$ cat src/rtl/uart_cmd_decoder.sv
// rtl/uart_cmd_decoder.sv - UART byte-stream framer decoding 11-byte write frames into a valid/ready write request
//
// Ports:
//   i_Clock         clock, same domain as the UART receiver
//   rst_ni          synchronous active-low reset
//   i_Rx_DV         one-cycle byte-valid strobe
//   i_Rx_Byte       received byte, sampled when i_Rx_DV=1
//   i_Timeout_Clks  inter-byte timeout in clocks (0 disables)
//   o_Wr_Valid      write request valid
//   i_Wr_Ready      write request accepted
//   o_Wr_Addr       write address
//   o_Wr_Data       write data
//   o_Frame_Err     one-cycle error pulse
//   o_Err_Count     saturating error count
//   o_Busy          high whenever the framer is not hunting for sync
module uart_cmd_decoder #(
    parameter logic [7:0] SYNC_BYTE = 8'hA5,
    parameter logic [7:0] CMD_WRITE = 8'h57
) (
    input  logic        i_Clock,
    input  logic        rst_ni,
    input  logic        i_Rx_DV,
    input  logic [7:0]  i_Rx_Byte,
    input  logic [23:0] i_Timeout_Clks,
    output logic        o_Wr_Valid,
    input  logic        i_Wr_Ready,
    output logic [31:0] o_Wr_Addr,
    output logic [31:0] o_Wr_Data,
    output logic        o_Frame_Err,
    output logic [7:0]  o_Err_Count,
    output logic        o_Busy
);

    localparam logic [2:0] ST_HUNT  = 3'd0;
    localparam logic [2:0] ST_CMD   = 3'd1;
    localparam logic [2:0] ST_ADDR  = 3'd2;
    localparam logic [2:0] ST_DATA  = 3'd3;
    localparam logic [2:0] ST_CSUM  = 3'd4;
    localparam logic [2:0] ST_ISSUE = 3'd5;

    logic [2:0]  state_q, state_d;
    logic [31:0] addr_q, addr_d;
    logic [31:0] data_q, data_d;
    logic [7:0]  chk_q, chk_d;
    logic [1:0]  idx_q, idx_d;
    logic [23:0] gap_q, gap_d;
    logic        valid_q, valid_d;
    logic        err_q, err_d;
    logic [7:0]  cnt_q, cnt_d;
    logic        busy_q, busy_d;

    logic        in_frame;
    logic        timeout_hit;
    logic        error;

    // Timeout only applies while a frame is being assembled; a DV on the
    // same edge always takes priority over the gap check.
    assign in_frame    = (state_q == ST_CMD) || (state_q == ST_ADDR) ||
                         (state_q == ST_DATA) || (state_q == ST_CSUM);
    assign timeout_hit = in_frame && !i_Rx_DV && (i_Timeout_Clks != 24'd0) &&
                         (gap_q == i_Timeout_Clks - 24'd1);

    always_comb begin
        state_d = state_q;
        addr_d  = addr_q;
        data_d  = data_q;
        chk_d   = chk_q;
        idx_d   = idx_q;
        valid_d = valid_q;
        error   = 1'b0;

        case (state_q)
            ST_HUNT: begin
                if (i_Rx_DV && (i_Rx_Byte == SYNC_BYTE)) begin
                    state_d = ST_CMD;
                end
            end
            ST_CMD: begin
                if (i_Rx_DV) begin
                    if (i_Rx_Byte == CMD_WRITE) begin
                        state_d = ST_ADDR;
                        chk_d   = i_Rx_Byte;
                        idx_d   = 2'd0;
                    end else begin
                        error   = 1'b1;
                        state_d = ST_HUNT;
                    end
                end
            end
            ST_ADDR: begin
                if (i_Rx_DV) begin
                    addr_d[{idx_q, 3'b000} +: 8] = i_Rx_Byte;
                    chk_d = chk_q ^ i_Rx_Byte;
                    idx_d = idx_q + 2'd1;   // wraps to 0 after the 4th byte
                    if (idx_q == 2'd3) begin
                        state_d = ST_DATA;
                    end
                end
            end
            ST_DATA: begin
                if (i_Rx_DV) begin
                    data_d[{idx_q, 3'b000} +: 8] = i_Rx_Byte;
                    chk_d = chk_q ^ i_Rx_Byte;
                    idx_d = idx_q + 2'd1;
                    if (idx_q == 2'd3) begin
                        state_d = ST_CSUM;
                    end
                end
            end
            ST_CSUM: begin
                if (i_Rx_DV) begin
                    if (i_Rx_Byte == chk_q) begin
                        state_d = ST_ISSUE;
                        valid_d = 1'b1;
                    end else begin
                        error   = 1'b1;
                        state_d = ST_HUNT;
                    end
                end
            end
            ST_ISSUE: begin
                // Any byte arriving while the request is pending is dropped
                // and reported; the request itself is left untouched.
                if (i_Rx_DV) begin
                    error = 1'b1;
                end
                if (i_Wr_Ready) begin
                    valid_d = 1'b0;
                    state_d = ST_HUNT;
                end
            end
            default: begin
                state_d = ST_HUNT;
                valid_d = 1'b0;
            end
        endcase

        if (timeout_hit) begin
            error   = 1'b1;
            state_d = ST_HUNT;
        end

        if (in_frame && !timeout_hit && (state_d != ST_HUNT)) begin
            gap_d = i_Rx_DV ? 24'd0 : gap_q + 24'd1;
        end else begin
            gap_d = 24'd0;
        end

        err_d  = error;
        cnt_d  = (error && (cnt_q != 8'hFF)) ? cnt_q + 8'd1 : cnt_q;
        busy_d = (state_d != ST_HUNT);
    end

    always_ff @(posedge i_Clock) begin
        if (!rst_ni) begin
            state_q <= ST_HUNT;
            addr_q  <= 32'd0;
            data_q  <= 32'd0;
            chk_q   <= 8'd0;
            idx_q   <= 2'd0;
            gap_q   <= 24'd0;
            valid_q <= 1'b0;
            err_q   <= 1'b0;
            cnt_q   <= 8'd0;
            busy_q  <= 1'b0;
        end else begin
            state_q <= state_d;
            addr_q  <= addr_d;
            data_q  <= data_d;
            chk_q   <= chk_d;
            idx_q   <= idx_d;
            gap_q   <= gap_d;
            valid_q <= valid_d;
            err_q   <= err_d;
            cnt_q   <= cnt_d;
            busy_q  <= busy_d;
        end
    end

    assign o_Wr_Valid  = valid_q;
    assign o_Wr_Addr   = addr_q;
    assign o_Wr_Data   = data_q;
    assign o_Frame_Err = err_q;
    assign o_Err_Count = cnt_q;
    assign o_Busy      = busy_q;

endmodule

$ cat config.mk
export PLATFORM = sky130hd
export DESIGN_NAME = uart_cmd_decoder
export DESIGN_NICKNAME = d
export VERILOG_FILES = /design/src/rtl/uart_cmd_decoder.sv
export SDC_FILE = /design/constraint.sdc
export NUM_CORES = 1
export LEC_CHECK = 0
export BUFFER_PORTS_ARGS = -buffer_cell sky130_fd_sc_hd__buf_4
export CORE_MARGIN = 2
export CORE_UTILIZATION = 30
export CTS_BUF_LIST = sky130_fd_sc_hd__clkbuf_2 sky130_fd_sc_hd__clkbuf_4 sky130_fd_sc_hd__clkbuf_8
export DETAILED_ROUTE_END_ITERATION = 6
export SLEW_MARGIN = 15
export SYNTH_ARGS = -nofsm -noshare
export SYNTH_HDL_FRONTEND = slang
export SYNTH_SLANG_ARGS = --single-unit
export TNS_END_PERCENT = 100
$ cat constraint.sdc
create_clock -name i_Clock -period 3.6 [get_ports i_Clock]
set_clock_uncertainty 0.15 [all_clocks]
set_input_delay 0.54 -clock i_Clock [delete_from_list [all_inputs] [get_ports i_Clock]]
set_output_delay 0.54 -clock i_Clock [all_outputs]
set_load 0.02 [all_outputs]
# [Word level (Yosys, flattened, before mapping)]
# Index checks and enable logic that the tools add are counted.
[op_classes] addsub=5 eq_ne=17 shift=2 n_mux=33 n_bitwise=4 n_reduce_logical=23
[op_table] operator="$bwmux 32" count=2
[op_table] operator="$shift 8x7->32 const A" count=1
[op_table] operator="$shiftx 8x7->32" count=1
[op_table] operator="$mux 3" count=10
[op_table] operator="$add 24x1->24 const B" count=1
[op_table] operator="$eq 24x24->1" count=1
[op_table] operator="$mux 8" count=3
[op_table] operator="$reduce_bool 24->1" count=1
[op_table] operator="$sub 24x1->24 const B" count=1
[op_table] operator="$pmux 3 s6" count=1
[op_table] operator="$pmux 8 s2" count=1
[op_table] operator="$mux 1" count=9
[op_table] operator="$add 8x1->8 const B" count=1
[op_table] operator="$eq 8x7->1 const B" count=1
[op_table] operator="$eq 8x8->1" count=1
[op_table] operator="$eq 8x8->1 const B" count=1
[op_table] operator="$mux 2" count=4
[op_table] operator="$ne 8x8->1 const B" count=1
[op_table] operator="$reduce_and 4->1" count=2
[op_table] operator="$xor 8x8->8" count=1
[op_table] operator="$logic_and 1x1->1" count=7
[op_table] operator="$neg 5->7" count=1
[op_table] operator="$eq 3x2->1 const B" count=2
[op_table] operator="$eq 3x3->1 const B" count=2
[op_table] operator="17 further kinds" count=28
[totals] regBits=112 inputBits=36 output_inout_bits=75 wordCells=94

# [Longest topological paths before layout]
[logic_depth] ltp_word=12 depth_mapped=12 mapped_depth_nobuf=10

# [Least setup slack after synthesis]
# OpenSTA, ideal clock, no wires.
[synth_path] path_type="input-to-reg" start="in i_Timeout_Clks[0]" end="reg cnt_q[7], in the netlist o_Err_Count[7]" setup_ps=135 arrival_ps=3287 t_required_ps=3315 path_slack_ps=27 stages=12 n_path_buf=2 path_cell_list="inv_1 ha_1 or4b_1 buf_2 nor3_4 nand4_1 xnor2_1 or4_1 o31a_1 buf_2 o311ai_0 o41ai_1"
[synth_between] elab_chain_len=5 word_cells_on_any_way=7 cone_classes="1 x add/sub; 1 x eq/ne; 1 x mux; 4 x reduce/logical"
[synth_rtl] element="start: declaration" line="24" text="input logic [23:0] i_Timeout_Clks,"
[synth_rtl] element="$sub 24x1->24 / $reduce_bool 24->1 (equally long branches)" line="61, 60"
[synth_rtl] element="$eq 24x24->1 / $logic_and 1x1->1 (equally long branches)" line="61, 60"
[synth_rtl] element="$logic_and 1x1->1 (*)" line="60" text="assign timeout_hit = in_frame && !i_Rx_DV && (i_Timeout_Clks != 24'd0) &&"
[synth_rtl] element="$mux 1 (*)" line="138" text="if (timeout_hit) begin"
[synth_rtl] element="$logic_and 1x1->1 (*)" line="150" text="cnt_d = (error && (cnt_q != 8'hFF)) ? cnt_q + 8'd1 : cnt_q;"
[synth_rtl] element="end signal: assignment" line="175" text="cnt_q <= cnt_d;"
[synth_rtl] element="end: declaration" line="49" text="logic [7:0] cnt_q, cnt_d;"
# Mark *: on every way between the ends. The rest lies on a longest branch, timed or not.
# A chain may end at the register's enable or synchronous reset.

# [Final worst setup path]
[layout_path] start="in i_Timeout_Clks[1]" end="reg cnt_q[3], in the netlist o_Err_Count[3]"
# Same word-level chain as after synthesis.

==> out/summary.log <==
qor: global_route.grt_pass1_vias 4768
qor: sta.grt_setup_unrepaired no
qor: logic_synthesis.syn_nets 769
qor: sta.tightestPinTransition 0.793 ns
qor: logic_synthesis.synth.ff_latch_count 112
qor: die.die_h 141 um
qor: die.area_of_the_die 19800 sq um
qor: drt.wl_per_cell 14.1 um
qor: power_and_ir_drop.sequentialPowerShare 57.0%
qor: clock_tree.clkLatencyLatePin 0.40 ns
qor: status.run_status finished, final reports clean
qor: global_route.globalRouteTotalUtil 15.0%
qor: layout.final_cell_count_no_fill 1068
qor: die.initial_utilization 30.8%
qor: worst_setup_path.worst-setup-path-type in2reg
qor: sta.hold_viol_final 0
qor: logic_synthesis.share_of_the_yosys_chip_area_belonging_to_registers 40.1%
qor: placement.dp.final_hpwl 10800 um
qor: drt.routed.top_layer met4
qor: logic_synthesis.synth-adder-area-share 2.01%
qor: power_and_ir_drop.power.static_leakage 2.64 nW
qor: placement.gpl.final_weighted_congestion 0.836
qor: flow_run.timing.max_cap.violations 0
qor: clock_tree.numCtsBuffers 9
qor: layout.antenna-diode-count 0
qor: worst_setup_path.crit_required 3.79 ns
qor: drt.viasPerCell 4.99
qor: logic_synthesis.post_synthesis_xor_xnor_area_fraction 9.23%
qor: drt.m1WireLength 7210 um
qor: clock_tree.clk_path_buf_depth 2
qor: sta.timing.slew.headroom 47.1%
qor: clock_tree.tritoncts done
qor: sta.clock.fmax 301 MHz
qor: worst_setup_path.critPathLaunchType input port
qor: drt.dr_total_vias 5327
qor: layout.layout_commonest_cell sky130_fd_sc_hd__nor2_1
qor: clock_tree.cts.reportedPaths.clkPinSlew 0.11 ns
qor: power_and_ir_drop.switchingPower 0.000591 W
qor: drt.wl_met3 750 um
qor: clock_tree.cts_hold_repair.buffers 0
qor: layout.final_net_count 879
qor: global_route.grt_max_degree 75
qor: logic_synthesis.mux_cell_area_share_after_synthesis 0.559%
qor: power_and_ir_drop.power.clock.fraction 36.0%
qor: power_and_ir_drop.p_comb_share 7.0%
qor: logic_synthesis.synth_compound_area_share 15.7%
qor: drt.iteration_0_drc_count_of_the_detailed_router 271
qor: sta.final.min_clock_period 3.33 ns
qor: global_route.grt_antenna_before_repair 0
qor: drt.drt_pass1_iterations 4
qor: placement.placement.io_buffers 110
qor: sta.max_slew_violation_count 0
qor: die.io_pins 111
qor: worst_setup_path.worst-endpoint-arrival 3.51 ns
qor: layout.drive_above_1_share 20.3%
qor: placement.dp.cells 1052
qor: logic_synthesis.number_of_library_cell_types_mapped_by_synthesis 59
qor: drt.dr_wl_met2 6950 um
qor: logic_synthesis.synth_simple_gate_area_share 28.8%
qor: logic_synthesis.synth_flop_cell sky130_fd_sc_hd__dfxtp_1
qor: clock_tree.cts.sinks 112
qor: clock_tree.cts.repair_timing.setup_buffer_count 0
qor: global_route.overflow 0
qor: logic_synthesis.synth_async_sr_flop_share 0%
qor: power_and_ir_drop.ir_drop 0.177 mV
qor: clock_tree.cts_resized 0
qor: drt.total_wire_length_after_detailed_routing 15100 um
qor: drt.post-route-drc-count 0
qor: drt.final_antenna_net_count 0
qor: worst_setup_path.category_of_the_worst_setup_path_capture_point flip-flop
qor: power_and_ir_drop.internal_power 0.00158 W
qor: logic_synthesis.largest_family_of_logic_cells_by_synthesized_area simple AND/OR/NAND/NOR gates
qor: logic_synthesis.synth_area_per_cell 7.73 sq um
qor: global_route.grt_pass1_wl 24100 um
qor: logic_synthesis.synth_cells 724
qor: clock_tree.ctsRootBufferMaster sky130_fd_sc_hd__clkbuf_8
qor: sta.post-route-worst-setup-slack 0.273 ns
qor: sta.timing.final.setup_violations 0
qor: die.core_area 18100 sq um
qor: logic_synthesis.mappedNetlistArea 5600 sq um
qor: die.chipWidth 141 um
qor: clock_tree.cts_htree_levels 3
qor: sta.share_of_the_clock_period_used_by_the_worst_path_after_layout 92.4%
qor: placement.detailedPlace.worstSlack -0.134 ns
qor: power_and_ir_drop.power.density_cell_area 312 nW/um^2
qor: layout.mostFrequentLayoutCells 154 x sky130_fd_sc_hd__nor2_1, 136 x sky130_fd_sc_hd__buf_4, 112 x sky130_fd_sc_hd__dfxtp_1
qor: die.rows 49
qor: power_and_ir_drop.swShare 27.2%
qor: logic_synthesis.yosys_warnings 0
qor: logic_synthesis.number_of_enable_flip_flop_cells_after_synthesis 0
qor: worst_setup_path.maximum_fanout_along_the_worst_path 9
qor: worst_hold_path.min_path_type in2reg
qor: layout.syn_to_final_growth 24.5%
metrics by stage:
stage          hold slack, ns  cell area, sq um  setup TNS, ns  power, W  utilization [%]
3_5_place_dp            0.299              6770         -0.620   0.00142             37.3
5_1_grt                 0.244              6970              0   0.00227             38.4
4_1_cts                 0.226              6970              0   0.00221             38.4
2_1_floorplan           0.315              5600              0   0.00134                -
3_3_place_gp            0.295              6770         -0.358   0.00142             37.3
6_report                0.249              6970              0   0.00217             38.4
sequential cells by signal, summed over array words and instances, names as in the netlist:
signal and flops:
o_Frame_Err 1, chk_q 8, gap_q 24, o_Wr_Valid 1
idx_q 2, o_Wr_Data 32, o_Wr_Addr 32, o_Busy 1
o_Err_Count 8, state_q 3
Yosys cell counts (9+ instances only):
cell type / count / area share [%]
sky130_fd_sc_hd__inv_1: 12 / 0.80
sky130_fd_sc_hd__and3_1: 9 / 1.0
sky130_fd_sc_hd__nor3_1: 9 / 0.80
sky130_fd_sc_hd__nand3_1: 25 / 2.2
sky130_fd_sc_hd__nor2_1: 154 / 10
sky130_fd_sc_hd__dfxtp_1: 112 / 40
sky130_fd_sc_hd__ha_1: 9 / 2.0
sky130_fd_sc_hd__o21ai_0: 21 / 1.9
sky130_fd_sc_hd__xor2_1: 37 / 5.8
sky130_fd_sc_hd__xnor2_1: 22 / 3.4
sky130_fd_sc_hd__a21oi_1: 78 / 7.0
sky130_fd_sc_hd__clkbuf_1: 33 / 2.2
sky130_fd_sc_hd__nand4_1: 20 / 2.2
sky130_fd_sc_hd__a22oi_1: 9 / 1.2
sky130_fd_sc_hd__nand2_1: 78 / 5.2
worst paths after layout:
check	from	endpoint	slack [ns]	cells after the start
max	i_Timeout_Clks[1]	o_Err_Count[3]	0.27	11
min	rst_ni	o_Err_Count[1]	0.25	2
max reg2reg	gap_q[8]	o_Err_Count[3]	0.38	8
min reg2reg	o_Wr_Data[29]	o_Wr_Data[29]	0.31	2
cell families (layout without fill, tap and decap cells):
family                     count (synthesis)  in the layout
adders and majority gates                  9              9
buffers and inverters                     51            166
AOI/OAI and AO/OA                        147            147
muxes                                      3              3
and+or+nand+nor                          343            343
xor gates and xnor gates                  59             59
DFF                                      112            112
layer usage:
metal | vias up | track usage, %
met4 | 0 | 4.05
met5 | - | 0
li1 | 2726 | -
met2 | 120 | 24.5
met1 | 2470 | 20.3
met3 | 11 | 3.19
cell type report:
cell class,instances,area [sq um]
Timing Repair Buffer,137,1040
Clock inverter,7,77.6
Tap cell,229,287
Multi-Input combinational cell,561,3150
Clock buffer,9,124
Sequential cell,112,2240
Inverter,13,48.8
Fill cell,1932,11200
critical path: stages:
cell and delay (ns):
sky130_fd_sc_hd__buf_4 0.12, sky130_fd_sc_hd__inv_1 0.07, sky130_fd_sc_hd__ha_1 0.16, sky130_fd_sc_hd__or4b_1 0.52, sky130_fd_sc_hd__nor3_4 0.20, sky130_fd_sc_hd__nand4_1 0.14
sky130_fd_sc_hd__xnor2_1 0.15, sky130_fd_sc_hd__or4_1 0.51, sky130_fd_sc_hd__o31a_1 0.43, sky130_fd_sc_hd__or4_1 0.53, sky130_fd_sc_hd__a21oi_1 0.15
power by group through the flow:
stage / sequential, W / clock, W / combinational [W]
after floorplan: 0.00127 / 0 / 0.0000755
after global placement: 0.00127 / 0 / 0.000153
after detailed placement: 0.00127 / 0 / 0.000152
after CTS: 0.00124 / 0.000815 / 0.000153
after global routing: 0.00124 / 0.000858 / 0.000168
final: 0.00124 / 0.000782 / 0.000153
Note: power is estimated with default switching activity, not from simulation.
